==> config.mk <==
export PLATFORM = sky130hd
export DESIGN_NAME = collenda_mem_arbiter
export DESIGN_NICKNAME = d
export VERILOG_FILES = /design/src/rtl/collenda_mem_arbiter.sv
export SDC_FILE = /design/constraint.sdc
export NUM_CORES = 1
export LEC_CHECK = 0
export CAP_MARGIN = 5
export CORE_AREA = 2 2 95 97
export CTS_CLUSTER_SIZE = 30
export DETAILED_ROUTE_END_ITERATION = 8
export DIE_AREA = 0 0 97 99
export PLACE_DENSITY = 0.7
export RECOVER_POWER = 50
export SYNTH_ARGS = -nofsm -noshare
export SYNTH_HDL_FRONTEND = slang
export SYNTH_SLANG_ARGS = --single-unit
==> constraint.sdc <==
create_clock -name clk -period 1.7 [get_ports clk]
set_clock_uncertainty 0.15 [all_clocks]
set_input_delay 0.34 -clock clk [delete_from_list [all_inputs] [get_ports clk]]
set_output_delay 0.34 -clock clk [all_outputs]
set_load 0.02 [all_outputs]
==> src/rtl/collenda_mem_arbiter.sv <==
// rtl/collenda_mem_arbiter.sv - two-master arbiter for one single-port RAM
// Round-robin or fixed priority with starvation guard, read-modify-write lock, and owner-tagged read return.
module collenda_mem_arbiter #(
  parameter int ADDR_W       = 10,
  parameter int DATA_W       = 32,
  parameter int READ_LATENCY = 1,
  parameter int FIXED_PRIO   = 0,
  parameter int STARVE_LIMIT = 8
) (
  input  logic                clk,
  input  logic                reset,
  input  logic                m0_read,
  input  logic                m0_write,
  input  logic                m0_lock,
  input  logic [ADDR_W-1:0]   m0_address,
  input  logic [DATA_W/8-1:0] m0_byteenable,
  input  logic [DATA_W-1:0]   m0_writedata,
  output logic                m0_waitrequest,
  output logic [DATA_W-1:0]   m0_readdata,
  output logic                m0_readdatavalid,
  input  logic                m1_read,
  input  logic                m1_write,
  input  logic                m1_lock,
  input  logic [ADDR_W-1:0]   m1_address,
  input  logic [DATA_W/8-1:0] m1_byteenable,
  input  logic [DATA_W-1:0]   m1_writedata,
  output logic                m1_waitrequest,
  output logic [DATA_W-1:0]   m1_readdata,
  output logic                m1_readdatavalid,
  output logic [ADDR_W-1:0]   mem_address,
  output logic [DATA_W/8-1:0] mem_byteenable,
  output logic                mem_chipselect,
  output logic                mem_write,
  output logic [DATA_W-1:0]   mem_writedata,
  output logic                mem_clken,
  input  logic [DATA_W-1:0]   mem_readdata
);

  localparam int         LAST     = READ_LATENCY - 1;
  localparam logic [7:0] STARVE_L = 8'(STARVE_LIMIT);

  logic                    clken_q, clken_d;
  logic                    last_q, last_d;          // 0 = m0, 1 = m1
  logic                    lock_vld_q, lock_vld_d;
  logic                    lock_id_q, lock_id_d;
  logic [7:0]              starve_q, starve_d;
  logic [READ_LATENCY-1:0] rd_vld_q, rd_vld_d;
  logic [READ_LATENCY-1:0] rd_id_q, rd_id_d;

  logic req0, req1, gnt0, gnt1, pick1, wr_sel;

  always_comb begin
    req0  = m0_read | m0_write;
    req1  = m1_read | m1_write;
    gnt0  = 1'b0;
    gnt1  = 1'b0;
    pick1 = 1'b0;
    if (!clken_q) begin
      gnt0 = 1'b0;
      gnt1 = 1'b0;
    end else if (lock_vld_q) begin
      gnt0 = !lock_id_q && req0;
      gnt1 = lock_id_q && req1;
    end else if (req0 && req1) begin
      if (FIXED_PRIO != 0) pick1 = (starve_q >= STARVE_L);
      else                 pick1 = !last_q;
      gnt1 = pick1;
      gnt0 = !pick1;
    end else begin
      gnt0 = req0;
      gnt1 = req1;
    end
  end

  // A grant is an accept: waitrequest drops exactly for the granted requester.
  assign m0_waitrequest = !clken_q || (req0 && !gnt0);
  assign m1_waitrequest = !clken_q || (req1 && !gnt1);

  assign wr_sel         = gnt1 ? m1_write : m0_write;
  assign mem_address    = gnt1 ? m1_address : m0_address;
  assign mem_writedata  = gnt1 ? m1_writedata : m0_writedata;
  assign mem_byteenable = wr_sel ? (gnt1 ? m1_byteenable : m0_byteenable) : '1;
  assign mem_chipselect = gnt0 | gnt1;
  assign mem_write      = (gnt0 | gnt1) & wr_sel;
  assign mem_clken      = clken_q;

  assign m0_readdata      = mem_readdata;
  assign m1_readdata      = mem_readdata;
  assign m0_readdatavalid = rd_vld_q[LAST] && !rd_id_q[LAST];
  assign m1_readdatavalid = rd_vld_q[LAST] && rd_id_q[LAST];

  always_comb begin
    clken_d    = 1'b1;
    last_d     = last_q;
    lock_vld_d = lock_vld_q;
    lock_id_d  = lock_id_q;
    starve_d   = starve_q;
    rd_vld_d   = rd_vld_q;
    rd_id_d    = rd_id_q;

    if (gnt0) last_d = 1'b0;
    if (gnt1) last_d = 1'b1;

    if (lock_vld_q) begin
      if ((!lock_id_q && !m0_lock && (gnt0 || !req0)) ||
          ( lock_id_q && !m1_lock && (gnt1 || !req1)))
        lock_vld_d = 1'b0;
    end else if (gnt0 && m0_lock) begin
      lock_vld_d = 1'b1;
      lock_id_d  = 1'b0;
    end else if (gnt1 && m1_lock) begin
      lock_vld_d = 1'b1;
      lock_id_d  = 1'b1;
    end

    if (gnt1)                                   starve_d = 8'd0;
    else if (clken_q && req1 && starve_q != 8'hFF) starve_d = starve_q + 8'd1;

    // Write wins when read and write are both raised, so such a cycle returns no data.
    for (int i = LAST; i > 0; i--) begin
      rd_vld_d[i] = rd_vld_q[i-1];
      rd_id_d[i]  = rd_id_q[i-1];
    end
    rd_vld_d[0] = (gnt0 && m0_read && !m0_write) || (gnt1 && m1_read && !m1_write);
    rd_id_d[0]  = gnt1;
  end

  always_ff @(posedge clk or posedge reset) begin
    if (reset) begin
      clken_q    <= 1'b0;
      last_q     <= 1'b1;
      lock_vld_q <= 1'b0;
      lock_id_q  <= 1'b0;
      starve_q   <= 8'd0;
      rd_vld_q   <= '0;
      rd_id_q    <= '0;
    end else begin
      clken_q    <= clken_d;
      last_q     <= last_d;
      lock_vld_q <= lock_vld_d;
      lock_id_q  <= lock_id_d;
      starve_q   <= starve_d;
      rd_vld_q   <= rd_vld_d;
      rd_id_q    <= rd_id_d;
    end
  end

  m0_rw_exclusive: assert property (@(posedge clk) disable iff (reset) !(m0_read && m0_write));
  m1_rw_exclusive: assert property (@(posedge clk) disable iff (reset) !(m1_read && m1_write));

endmodule

==> results.json, run 1 <==
{
  "die_h_um": 99,
  "worst_hold_path.endpoint": "rd_vld_q",
  "ys_ff_latch": 6,
  "sw_frac_of_total_pct": 44.3,
  "die_x_um": 97,
  "first_pass_iters": 4,
  "htreeDepth": 1,
  "grt_use_total_pct": 14.6,
  "critPathLaunchType": "register",
  "synth_fa_ha_area_share_pct": 0,
  "rows": 34,
  "combPwrFrac_pct": 88.3,
  "muxShareOfSynthArea_pct": 0,
  "design_power_total_uw": 4210,
  "min_from": "m1_write",
  "rsz0062_at_grt": "yes",
  "crit_family": "flip-flops",
  "synthCells": 255,
  "vias_per_cell": 4.22,
  "antennaDiodeCount": 0,
  "hold_viol_final": 0,
  "dp.cells": 462,
  "cts_buffers": 3,
  "finalMaxSlewViolations": 0,
  "synth_xor_area_share_pct": 0,
  "final_nets": 512,
  "seq_area_frac_synth_pct": 10.1,
  "antenna_found_initial": 0,
  "core-area_mm2": 0.00855,
  "grt_max_degree": 13,
  "hold_path_depth": 3,
  "clock-sinks": 6,
  "cpPeakStageDelay_ns": 0.56,
  "status": "complete, but fails checks",
  "power_switching_uw": 1870,
  "p_per_area_mw_per_mm2": 1100,
  "clk_latency_ns": 0.23,
  "fillCellCount": 832,
  "synth_largest_area_cell": "nand2_1",
  "drt-wirelength-per-cell_um": 14.9,
  "final_common_cell": "clkdlybuf4s50_1",
  "syn-num-nets": 387,
  "post-dp-hpwl_mm": 5.20,
  "syn2layout_area_growth_pct": 156,
  "regToRegStartpoint": "last_q",
  "drc": 0,
  "crit_type": "register to output port",
  "syn_area_mm2": 0.00150,
  "io_pins": 249,
  "setup.reg_to_reg.worst_slack_ns": -0.33,
  "synth_compound_area_share_pct": 10.9,
  "cts_max_path_buffers": 2,
  "peakVddDrop_uv": 555,
  "ant_nets": 0,
  "yosys.area_share.simple_pct": 39.7,
  "dieArea_mm2": 0.00960,
  "p_seq_share_pct": 6.3,
  "synth.area.top_cells": "nand2_1, buf_4, dfrtp_1",
  "crit_path_end_kind": "output port",
  "synth_top_family_by_area": "simple AND/OR/NAND/NOR gates",
  "gp_congestion": 0.750,
  "post-route-min-period_ns": 2.31,
  "layout_common_cells": "clkdlybuf4s50_1, nand2_2, buf_6",
  "port_buffers": 152,
  "worst_slack_ns": -0.607,
  "grt_pass1_wl_mm": 11.3,
  "crit_buf_inv": 4,
  "crit_arrival_ns": 1.82,
  "initialDrtViolationCount": 30,
  "grt_pass1_vias": 2246,
  "synth_top_area_share_pct": 32.3,
  "path_clk_slew_ns": 0.04,
  "violations": "negative setup slack",
  "worstHoldPathType": "input port to register",
  "cp_cell_sequence": "o21ai_4 > o2111ai_4 > buf_12 > buf_12 > buf_12 > nor3b_4 > a31oi_4 > buf_6",
  "crit_fanout": 7,
  "final_cells": 487,
  "clock-root-buffer": "clkbuf_8",
  "setup_violations": 54,
  "placed_cell_area_mm2": 0.00309,
  "cts_tree": "built",
  "drt-total-wl_mm": 7.26,
  "vias": 2053,
  "synth.distinct_cells": 35,
  "r2r_cells": 9,
  "fmaxAchievable_ghz": 0.434,
  "required_ns": 1.21,
  "avgSynthCellArea_um2": 5.87,
  "p_int_uw": 2350,
  "cap_viol_max_count": 0,
  "p_clk_share_pct": 5.4,
  "final_cell_area_mm2": 0.00383,
  "grt-ovfl-total": 0,
  "fin_crit_sh_pct": 136,
  "power_leakage_uw": 0.00179,
  "critPathSlowestCell": "dfstp_2",
  "cp_common_cell": "buf_12",
  "yosys_warnings": 0,
  "drive_above_1_share_pct": 58.3,
  "initial_core_util_pct": 17.5,
  "finalSetupTns_ns": -27.37,
  "r2r-end": "lock_vld_q"
}
## worst max path at each step
stage / end / startpoint / cells after the start / slack [ns]
floorplan: mem_byteenable[3] / last_q / 5 / -0.15
global placement: mem_byteenable[1] / m0_write / 7 / -1.08
detailed placement: mem_byteenable[1] / m0_write / 7 / -1.14
CTS: mem_byteenable[2] / last_q / 8 / -0.62
global route: mem_writedata[20] / last_q / 9 / -0.67
finish: mem_byteenable[1] / last_q / 8 / -0.61
## Yosys cell counts, drive strengths merged
library cell	instances
and2	1
inv	9
o21ai	3
dfstp	1
clkbuf	5
a22oi	1
o32a	1
conb	1
nand2	130
a21oi	1
a21o	1
a22o	1
o22ai	1
nand2b	2
o2111ai	1
nand3b	1
nor3b	5
nor2b	1
a32oi	1
a221oi	1
or2	2
dfrtp	5
a31oi	4
nor2	3
o31ai	1
o211ai	1
buf	71
## power groups by stage
stage	logic (µW)	clock network [µW]	registers (µW)
after floorplan	1670	0	249
after global placement	2660	0	258
after detailed placement	2700	0	260
after CTS	3650	231	263
after global routing	3940	247	269
final	3720	227	266
## through the flow
| stage | utilization (%) | setup WS, ns | hold slack, ns |
|---|---|---|---|
| 4_1_cts | 44.0 | -0.623 | 0.197 |
| 6_report | 44.8 | -0.607 | 0.315 |
| 3_5_place_dp | 36.1 | -1.14 | 0.436 |
| 3_3_place_gp | 36.1 | -1.08 | 0.424 |
| 5_1_grt | 44.8 | -0.674 | 0.322 |
| 2_1_floorplan | - | -0.150 | -0.0198 |
## metal layers
layer,vias to the layer above,global-route usage (%),share of wire (%)
li1,973,-,-
met1,943,13.7,31
met2,110,30.2,58
met3,27,3.48,7.9
met4,0,5.09,2.8
met5,-,0,0
## flip-flops by register name (all words and copies together), names as in the netlist
register	cells
rd_vld_q	1
rd_id_q	1
lock_vld_q	1
last_q	1
lock_id_q	1
mem_clken	1
## tightest hold or removal path, stage by stage
cell and delay (ns):
buf_2 0.09, buf_4 0.14, o21ai_1 0.08
## timing repair
item	CTS	global route
hold buffers	0	0
cloned	6	0
pin swaps	41	15
endpoints found under the setup margin	57	54
buffers inserted	13	3
resized for setup	398	20
## layout make-up
cell class | count | area [µm²] | area share, %
clock buffers | 4 | 45.0 | 1.18
inverters | 9 | 41.3 | 1.08
multi-input cells | 164 | 1300 | 33.9
flip-flops and latches | 6 | 153 | 3.99
well taps | 108 | 135 | 3.53
repair buffers | 196 | 2160 | 56.3
## cell families after synthesis
logic type      count (synthesis)
simple gates                  145
buf+inv                        85
compound gates                 18
flops                           6
other cells                     1
No activity file was read; power rests on OpenSTA's default activity.
==> run 2, diff against run 1 <==
- ABC_AREA: default -> 1
- CORE_AREA: 2 2 95 97 -> 2 2 96 98
- DIE_AREA: 0 0 97 99 -> 0 0 98 100
- PLACE_DENSITY: 0.7 -> 0.69
==> run 2 against run 1 <==
The flow still finishes with violations (negative setup slack). Area after synthesis grew 1.2%. Clock power is 2% higher. Utilization down 0.88 points. Non-clock buffer count fell by 1. Register-to-register slack improved by 0.13 ns. Cell count grew 6.2%. Largest power group unchanged. Highest routed layer unchanged.
==> results.json, run 2 <==
{
  "fmaxAchievable_ghz": 0.445,
  "crit_arrival_ns": 1.76,
  "cap_viol_max_count": 0,
  "gp_congestion": 0.849,
  "first_pass_iters": 4,
  "cts_tree": "built",
  "clock-sinks": 6,
  "fin_crit_sh_pct": 132,
  "finalMaxSlewViolations": 0,
  "setup_violations": 51,
  "layout_common_cells": "clkdlybuf4s50_1, nand2_2, buf_6",
  "htreeDepth": 1,
  "synth.area.top_cells": "nand2_1, buf_4, dfrtp_1",
  "required_ns": 1.21,
  "port_buffers": 152,
  "vias": 2065,
  "crit_path_end_kind": "output port",
  "postCtsHoldBufs": 0,
  "io_pins": 249,
  "antennaDiodeCount": 0,
  "final_cells": 517,
  "ys_ff_latch": 6,
  "syn2layout_area_growth_pct": 158,
  "crit_type": "register to output port",
  "synth_most_common_cell": "nand2_1",
  "rows": 35,
  "grt_pass1_vias": 2054,
  "drt-wirelength-per-cell_um": 14.3,
  "ys.flop_type": "dfrtp_1",
  "post-route-min-period_ns": 2.25,
  "synth_top_area_share_pct": 39.9,
  "die_x_um": 98,
  "drc": 0,
  "crit_fanout": 8,
  "avgSynthCellArea_um2": 5.39,
  "final_common_cell": "clkdlybuf4s50_1",
  "initial_core_util_pct": 17.0,
  "clock-root-buffer": "clkbuf_8",
  "placed_cell_area_mm2": 0.00299,
  "dp.cells": 489,
  "seq_area_frac_synth_pct": 9.99,
  "drive_above_1_share_pct": 59.9,
  "worstHoldPathType": "input port to async pin",
  "fillCellCount": 856,
  "core-area_mm2": 0.00889,
  "worst_slack_ns": -0.547,
  "antenna_found_initial": 0,
  "grt_pass1_wl_mm": 10.3,
  "postSynth.asyncResetShare_pct": 100,
  "syn-num-nets": 413,
  "yosys_warnings": 0,
  "grt_use_total_pct": 12.7,
  "path_clk_slew_ns": 0.04,
  "peakVddDrop_uv": 841,
  "cts_buffers": 3,
  "drt-total-wl_mm": 7.37,
  "synth.distinct_cells": 20,
  "violations": "negative setup slack",
  "synth_common_cells": "nand2_1, buf_4, inv_1",
  "die_h_um": 100,
  "clk_latency_ns": 0.22,
  "fin_hold_ws_ns": 0.339,
  "power_leakage_uw": 0.00197,
  "cts_max_path_buffers": 2,
  "setup.reg_to_reg.worst_slack_ns": -0.20,
  "dieArea_mm2": 0.00980,
  "post-dp-hpwl_mm": 4.58,
  "status": "complete, but fails checks",
  "ant_nets": 0,
  "synthCells": 281,
  "grt_max_degree": 18,
  "register_area_um2": 153,
  "initialDrtViolationCount": 38,
  "final_nets": 539,
  "syn_area_mm2": 0.00152,
  "multi_input_area_mm2": 0.00137,
  "hold_viol_final": 0,
  "synth_edf_count": 0,
  "synth_largest_area_cell": "nand2_1",
  "grt-ovfl-total": 0,
  "final_cell_area_mm2": 0.00390,
  "critPathLaunchType": "register",
  "rsz0062_at_grt": "yes",
  "vias_per_cell": 3.99,
  "p_per_area_mw_per_mm2": 1070,
  "final_core_util_pct": 43.9
}
-- run 2: cell count changes in the layout (fill, tap and decap cells not counted), moves of 4 or more --
cell     delta
a31oi_4     -4
buf_4       +9
buf_6       -8
inv_2       +6
nand2_1     +9
nand2_2     +9
nand2_4    +15
-- run 2: per-layer routing --
layer | track usage (%) | up-vias | routed length (µm) | share of wire, %
met2 | 23.6 | 96 | 3900 | 53
met4 | 2.46 | 0 | 106 | 1.4
met3 | 2.65 | 21 | 519 | 7.0
li1 | - | 1022 | - | -
met5 | 0 | - | 0 | 0
met1 | 15.3 | 926 | 2840 | 39
-- run 2: final timing paths --
path	from	endpoint	cells past startpoint
max in group asynchronous	reset	last_q	2
worst min-delay path	reset	rd_vld_q	2
worst max register to register	last_q	lock_vld_q	13
worst max-delay path	last_q	mem_byteenable[1]	10
min in group clk	m0_read	rd_vld_q	3
worst min register to register	lock_id_q	lock_id_q	4
-- run 2: cell type report --
cell class	instances	area share [%]
Timing Repair Buffer	195	54.0
Multi-Input combinational cell	183	35.0
Sequential cell	6	3.91
Tap cell	111	3.56
Inverter	18	2.44
Clock buffer	4	1.15
-- run 2: cell families after synthesis --
logic type / share of synthesized area (%)
other: 0.247
buffers and inverters: 41.5
and+or+nand+nor: 46.9
AOI/OAI and AO/OA: 1.32
DFF: 9.99
-- run 2: what timing repair did --
action,in CTS,in global routing
setup buffers,15,5
gates cloned,5,3
resized for setup,371,88
endpoints found under the setup margin,53,52
hold endpoints to repair,0,0
pin swaps,19,18
-- run 2: power by group --
group	internal (µW)	switching, µW	total (µW)
clock network	162	68.8	231
registers	203	41.5	244
logic	1870	1820	3690
-- run 2: worst max-delay path, stage by stage (launching register included) --
cell and delay (ns):
dfstp_2 0.53, inv_2 0.05, nor2_4 0.12, nand3_2 0.11, nand2_4 0.15, buf_12 0.16
nand2_4 0.08, nand2_8 0.08, clkinv_8 0.07, nand3_2 0.06, buf_6 0.11
-- run 2: through the flow --
step	setup WS [ns]	total power [µW]	TNS (ns)
5_1_grt	-0.608	4410	-28.74
2_1_floorplan	-0.0877	1780	-2.94
3_3_place_gp	-1.04	2720	-50.69
4_1_cts	-0.548	3780	-24.31
6_report	-0.547	4160	-25.37
3_5_place_dp	-1.05	2750	-51.18
